## src/rtl/instr_word_loader.sv

```systemverilog
// instr_word_loader: packs {op, rg1, rg2, mode} field sets into 16-bit
// instruction words and writes them sequentially into instruction memory
// as a counted job, keeping a running XOR checksum of the words written.
//
// state | meaning
// ------+-----------------------------------------------------------
// IDLE  | no job; waiting for start
// LOAD  | accepting field sets, one memory write per transfer
// FIN   | one-cycle completion; done pulses, last write may retire here
module instr_word_loader #(
  parameter int ADDR_W = 8
) (
  input  logic              clk,
  input  logic              rst_n,
  input  logic              start,
  input  logic [ADDR_W-1:0] base_addr,
  input  logic [ADDR_W-1:0] count,
  input  logic              abort,
  input  logic              in_valid,
  output logic              in_ready,
  input  logic [3:0]        op,
  input  logic [4:0]        rg1,
  input  logic [4:0]        rg2,
  input  logic [1:0]        mode,
  output logic              mem_we,
  output logic [ADDR_W-1:0] mem_addr,
  output logic [15:0]       mem_wdata,
  output logic              busy,
  output logic              done,
  output logic [ADDR_W-1:0] word_cnt,
  output logic [15:0]       checksum
);

  typedef enum logic [1:0] {
    IDLE = 2'd0,
    LOAD = 2'd1,
    FIN  = 2'd2
  } state_t;

  localparam logic [ADDR_W-1:0] ONE = ADDR_W'(1);

  state_t            state;
  state_t            state_nxt;
  logic [ADDR_W-1:0] base_q;
  logic [ADDR_W-1:0] count_q;
  logic [15:0]       word;
  logic              xfer;
  logic              accept_start;

  assign word         = {op, rg1, rg2, mode};
  // A transfer coinciding with abort is discarded entirely.
  assign xfer         = in_valid && in_ready && !abort;
  assign accept_start = (state == IDLE) && start;

  // State register.
  always_ff @(posedge clk) begin
    if (!rst_n) state <= IDLE;
    else        state <= state_nxt;
  end

  // Next-state decode; the transfer that reaches the job count ends LOAD.
  always_comb begin
    state_nxt = state;
    case (state)
      IDLE: begin
        if (start) state_nxt = (count == '0) ? FIN : LOAD;
      end
      LOAD: begin
        if (abort)                                    state_nxt = IDLE;
        else if (xfer && ((word_cnt + ONE) == count_q)) state_nxt = FIN;
      end
      FIN:     state_nxt = IDLE;
      default: state_nxt = IDLE;
    endcase
  end

  // Status outputs decoded directly from state.
  always_comb begin
    in_ready = 1'b0;
    busy     = 1'b0;
    done     = 1'b0;
    case (state)
      IDLE: ;
      LOAD: begin
        in_ready = 1'b1;
        busy     = 1'b1;
      end
      FIN: begin
        busy = 1'b1;
        done = 1'b1;
      end
      default: ;
    endcase
  end

  // Job parameters, registered write port, word counter and checksum.
  always_ff @(posedge clk) begin
    if (!rst_n) begin
      base_q    <= '0;
      count_q   <= '0;
      mem_we    <= 1'b0;
      mem_addr  <= '0;
      mem_wdata <= '0;
      word_cnt  <= '0;
      checksum  <= '0;
    end else begin
      mem_we <= xfer;
      if (accept_start) begin
        base_q   <= base_addr;
        count_q  <= count;
        word_cnt <= '0;
        checksum <= '0;
      end
      if (xfer) begin
        // word_cnt doubles as the write index; the sum wraps at ADDR_W bits.
        mem_addr  <= base_q + word_cnt;
        mem_wdata <= word;
        word_cnt  <= word_cnt + ONE;
        checksum  <= checksum ^ word;
      end
    end
  end

endmodule

```

## config.mk

```make
export PLATFORM = sky130hd
export DESIGN_NAME = instr_word_loader
export DESIGN_NICKNAME = d
export VERILOG_FILES = /design/src/rtl/instr_word_loader.sv
export SDC_FILE = /design/constraint.sdc
export NUM_CORES = 1
export LEC_CHECK = 0
export BUFFER_PORTS_ARGS = -buffer_cell sky130_fd_sc_hd__clkbuf_2
export CORE_AREA = 2 2 91 93
export DETAILED_ROUTE_END_ITERATION = 10
export DIE_AREA = 0 0 93 95
export SLEW_MARGIN = 20
export SYNTH_ARGS = -nofsm -noshare
export SYNTH_HDL_FRONTEND = slang
export SYNTH_SLANG_ARGS = --single-unit
```

## constraint.sdc

```tcl
create_clock -name clk -period 2.3 [get_ports clk]
set_input_delay 0.345 -clock clk [delete_from_list [all_inputs] [get_ports clk]]
set_output_delay 0.345 -clock clk [all_outputs]
set_load 0.05 [all_outputs]
```

==> summary.md <==
| Metric | Value |
|---|---|
| Actual slew at the worst max-slew pin | `0.733 ns` |
| Initial DRT Pass Iterations | `4` |
| Post-DP HPWL | `5.65 mm` |
| Reg-to-Reg Start | `word_cnt[0]` |
| Die footprint | `8840 um2` |
| RSZ-0062 raised after global routing | `false` |
| Clk Latency, worst-skew pair | `0.34 ns` |
| Final Skew | `0.0113 ns` |
| Arr. time, crit path | `2.37 ns` |
| Crit path max-delay cell type | `dfxtp_2` |
| Cell area after synthesis | `3040 um2` |
| Drt initial violations | `135` |
| Yosys warns | `0` |
| Final hold violation count | `0` |
| First-pass GRT wire length | `12.8 mm` |
| Worst Hold Launch | `base_addr[3]` |
| DRT antenna net count | `0` |
| Synth cell types | `43` |
| CTS tree | `built` |
| Util after Layout | `48.0%` |
| Yosys top cell area share | `44.2%` |
| Placer Congestion | `0.841` |
| Data required, critical path | `2.53 ns` |
| Total GRT Usage | `18.5%` |
| Number of gates resized after CTS | `0` |
| Die Y | `95 um` |
| End of the critical path | `mem_addr[6]` |
| # rows | `33` |
| Fin crit period | `2.15 ns` |
| Reg-to-reg endpoint | `mem_addr[6]` |
| # DRC | `0` |
| CTS Hold Bufs | `0` |
| Seq/Total Area, Yosys | `44.2%` |
| WS Path Type | `flop to flop` |
| Core Box Area | `7930 um2` |
| Startpoint types | `flop` |
| Count leader, synth | `nand2_1` |
| Fin crit share | `93.4%` |
| Synth Area per Inst | `8.58 um2` |
| Mapped Nets | `403` |
| Largest net degree at the start of global routing | `32` |
| CTS Buf Count | `9` |
| Crit path cell chain | `ha_1 -> inv_1 -> fa_1 -> nor2b_1 -> o21ai_0 -> a21oi_1 -> o21ai_0 -> nor3b_1 -> a311o_1` |
| Synth area leader | `dfxtp_1` |
| CP peak stage delay | `0.43 ns` |
| IO Pins | `89` |
| Fin cells | `556` |
| Count of state elements after synthesis | `67` |
| FMAX | `0.465 GHz` |
| Vias in the first global route | `2665` |
| Status | `finished clean` |
| Relative slew slack | `51.2%` |
| Overall routed net length | `7.79 mm` |
| CTS Sinks | `67` |
| Die X | `93 um` |
| Area growth syn-to-layout | `25.2%` |
| Worst reg2reg setup slack | `0.15 ns` |
| Clock-pin slew on the worst setup and hold paths | `0.07 ns` |
| Placed Cells | `540` |
| Largest cells by area after synthesis | `dfxtp_1, nand2_1, a21boi_0` |
| Post-CTS Setup Inserts | `0` |
| Setup tns final | `0 ns` |
| Critical path origin | `word_cnt[0]` |
| Initial antenna violation count | `0` |
| Wire per inst | `14.0 um` |
| Max Cap Violations | `0` |
| Via Count | `2724` |
| Slew Limit Fails | `0` |
| Main synth FF type | `dfxtp_1` |
| Post-route cell area | `3800 um2` |
| Setup violations, final | `0` |
| Max clock buf depth | `2` |
| Number of synthesized flops with an enable pin | `0` |
| Reg2Reg Depth | `9` |
| Worst-path fanout max | `9` |
| Pwr Density | `666 nW/um2` |
| Leakage power | `0.00162 uW` |
| CP Capture Type | `flop` |
| Grt total ovfl | `0` |
| Clock tree root buffer cell | `clkbuf_8` |
| Vias per cell | `4.90` |
| Initial Utilization | `38.3%` |
| Placed inst area | `3620 um2` |
| Max IR drop VDD | `0.352 mV` |
| Port Buf Inserts | `88` |
| Hold crit path type | `primary input to flop` |
| H-tree depth | `3` |
| Ant diodes | `0` |
| Cells after synthesis | `354` |
| CP most frequent cell | `o21ai_0` |
| Nets | `495` |
| Final Power | `2530 uW` |
| Async set or reset register ratio after synthesis | `0%` |
| Most frequent cells after synthesis | `nand2_1, dfxtp_1, a21boi_0, nor2_1, xor2_1` |
| Share of cells above drive strength 1 | `26.4%` |
## worst max-delay path, delay by kind of cell (launching register included)
family / cells / cell delay, ns
AOI/OAI and AO/OA: 4 / 0.68
adders and majority gates: 2 / 0.60
buffers and inverters: 1 / 0.05
DFF: 1 / 0.43
and+or+nand+nor: 2 / 0.27
## final cells by class
cell class              instances  area (um2)
clock buffers                  10         138
clock inverters                 6        40.0
fillers                       815        4130
inverters                       9        33.8
multi-input cells             261        1590
flip-flops and latches         67        1340
well taps                     105         131
repair buffers                 98         528
## per-stage QoR
step	hold WS [ns]	setup slack, ns
detailed placement	0.457	0.198
finish	0.232	0.151
global route	0.234	0.00463
CTS	0.219	0.177
floorplan	0.447	0.0161
global placement	0.452	0.269
## layout by cell type, fill, tap and decap left out, types with 6 or more instances in the layout
cell type  count
nor2_1        25
xor2_1        18
xnor2_1       13
o21ai_0       10
nor2b_1        6
clkbuf_2      88
ha_1          11
dfxtp_1       66
inv_1          9
nand2_1       81
nand3_1        7
a21oi_1       12
buf_4          9
clkbuf_8      10
a21boi_0      40
## worst min path at each step
stage / slack (ns) / endpoint / cells after the start
2_1_floorplan: 0.45 / base_q[0] / 2
3_3_place_gp: 0.45 / mem_wdata[1] / 2
3_5_place_dp: 0.46 / mem_addr[5] / 2
4_1_cts: 0.22 / base_q[6] / 3
5_1_grt: 0.23 / base_q[7] / 3
6_report: 0.23 / base_q[3] / 3
## power breakdown
group	internal, uW	leakage, uW	total, uW	switching [uW]
Sequential	1210	0.000544	1240	32.9
Combinational	135	0.000984	398	263
Clock	420	0.0000924	897	477
Total	1760	0.00162	2530	773
## state kept, by name (all words and copies together), names as in the netlist
signal     count
base_q         8
checksum      16
count_q        8
mem_addr       8
mem_wdata     16
mem_we         1
state          2
word_cnt       8
## cells by family (layout without fill, tap and decap cells)
family | count (synthesis) | in the layout | synth area share [%]
buf+inv | 26 | 123 | 3.54
simple gates | 141 | 141 | 20.6
xor+xnor | 31 | 31 | 8.94
compound gates | 77 | 77 | 17.6
flops | 67 | 67 | 44.2
fa+ha+maj | 12 | 12 | 5.19
## metal layers
metal	wire [um]	vias to the layer above	track usage, %
met1	3600	1268	23.7
met2	3490	80	29.3
met4	107	0	7.35
li1	-	1366	-
met3	587	10	5.51
met5	0	-	0
Power figures use the tool's default switching activity.
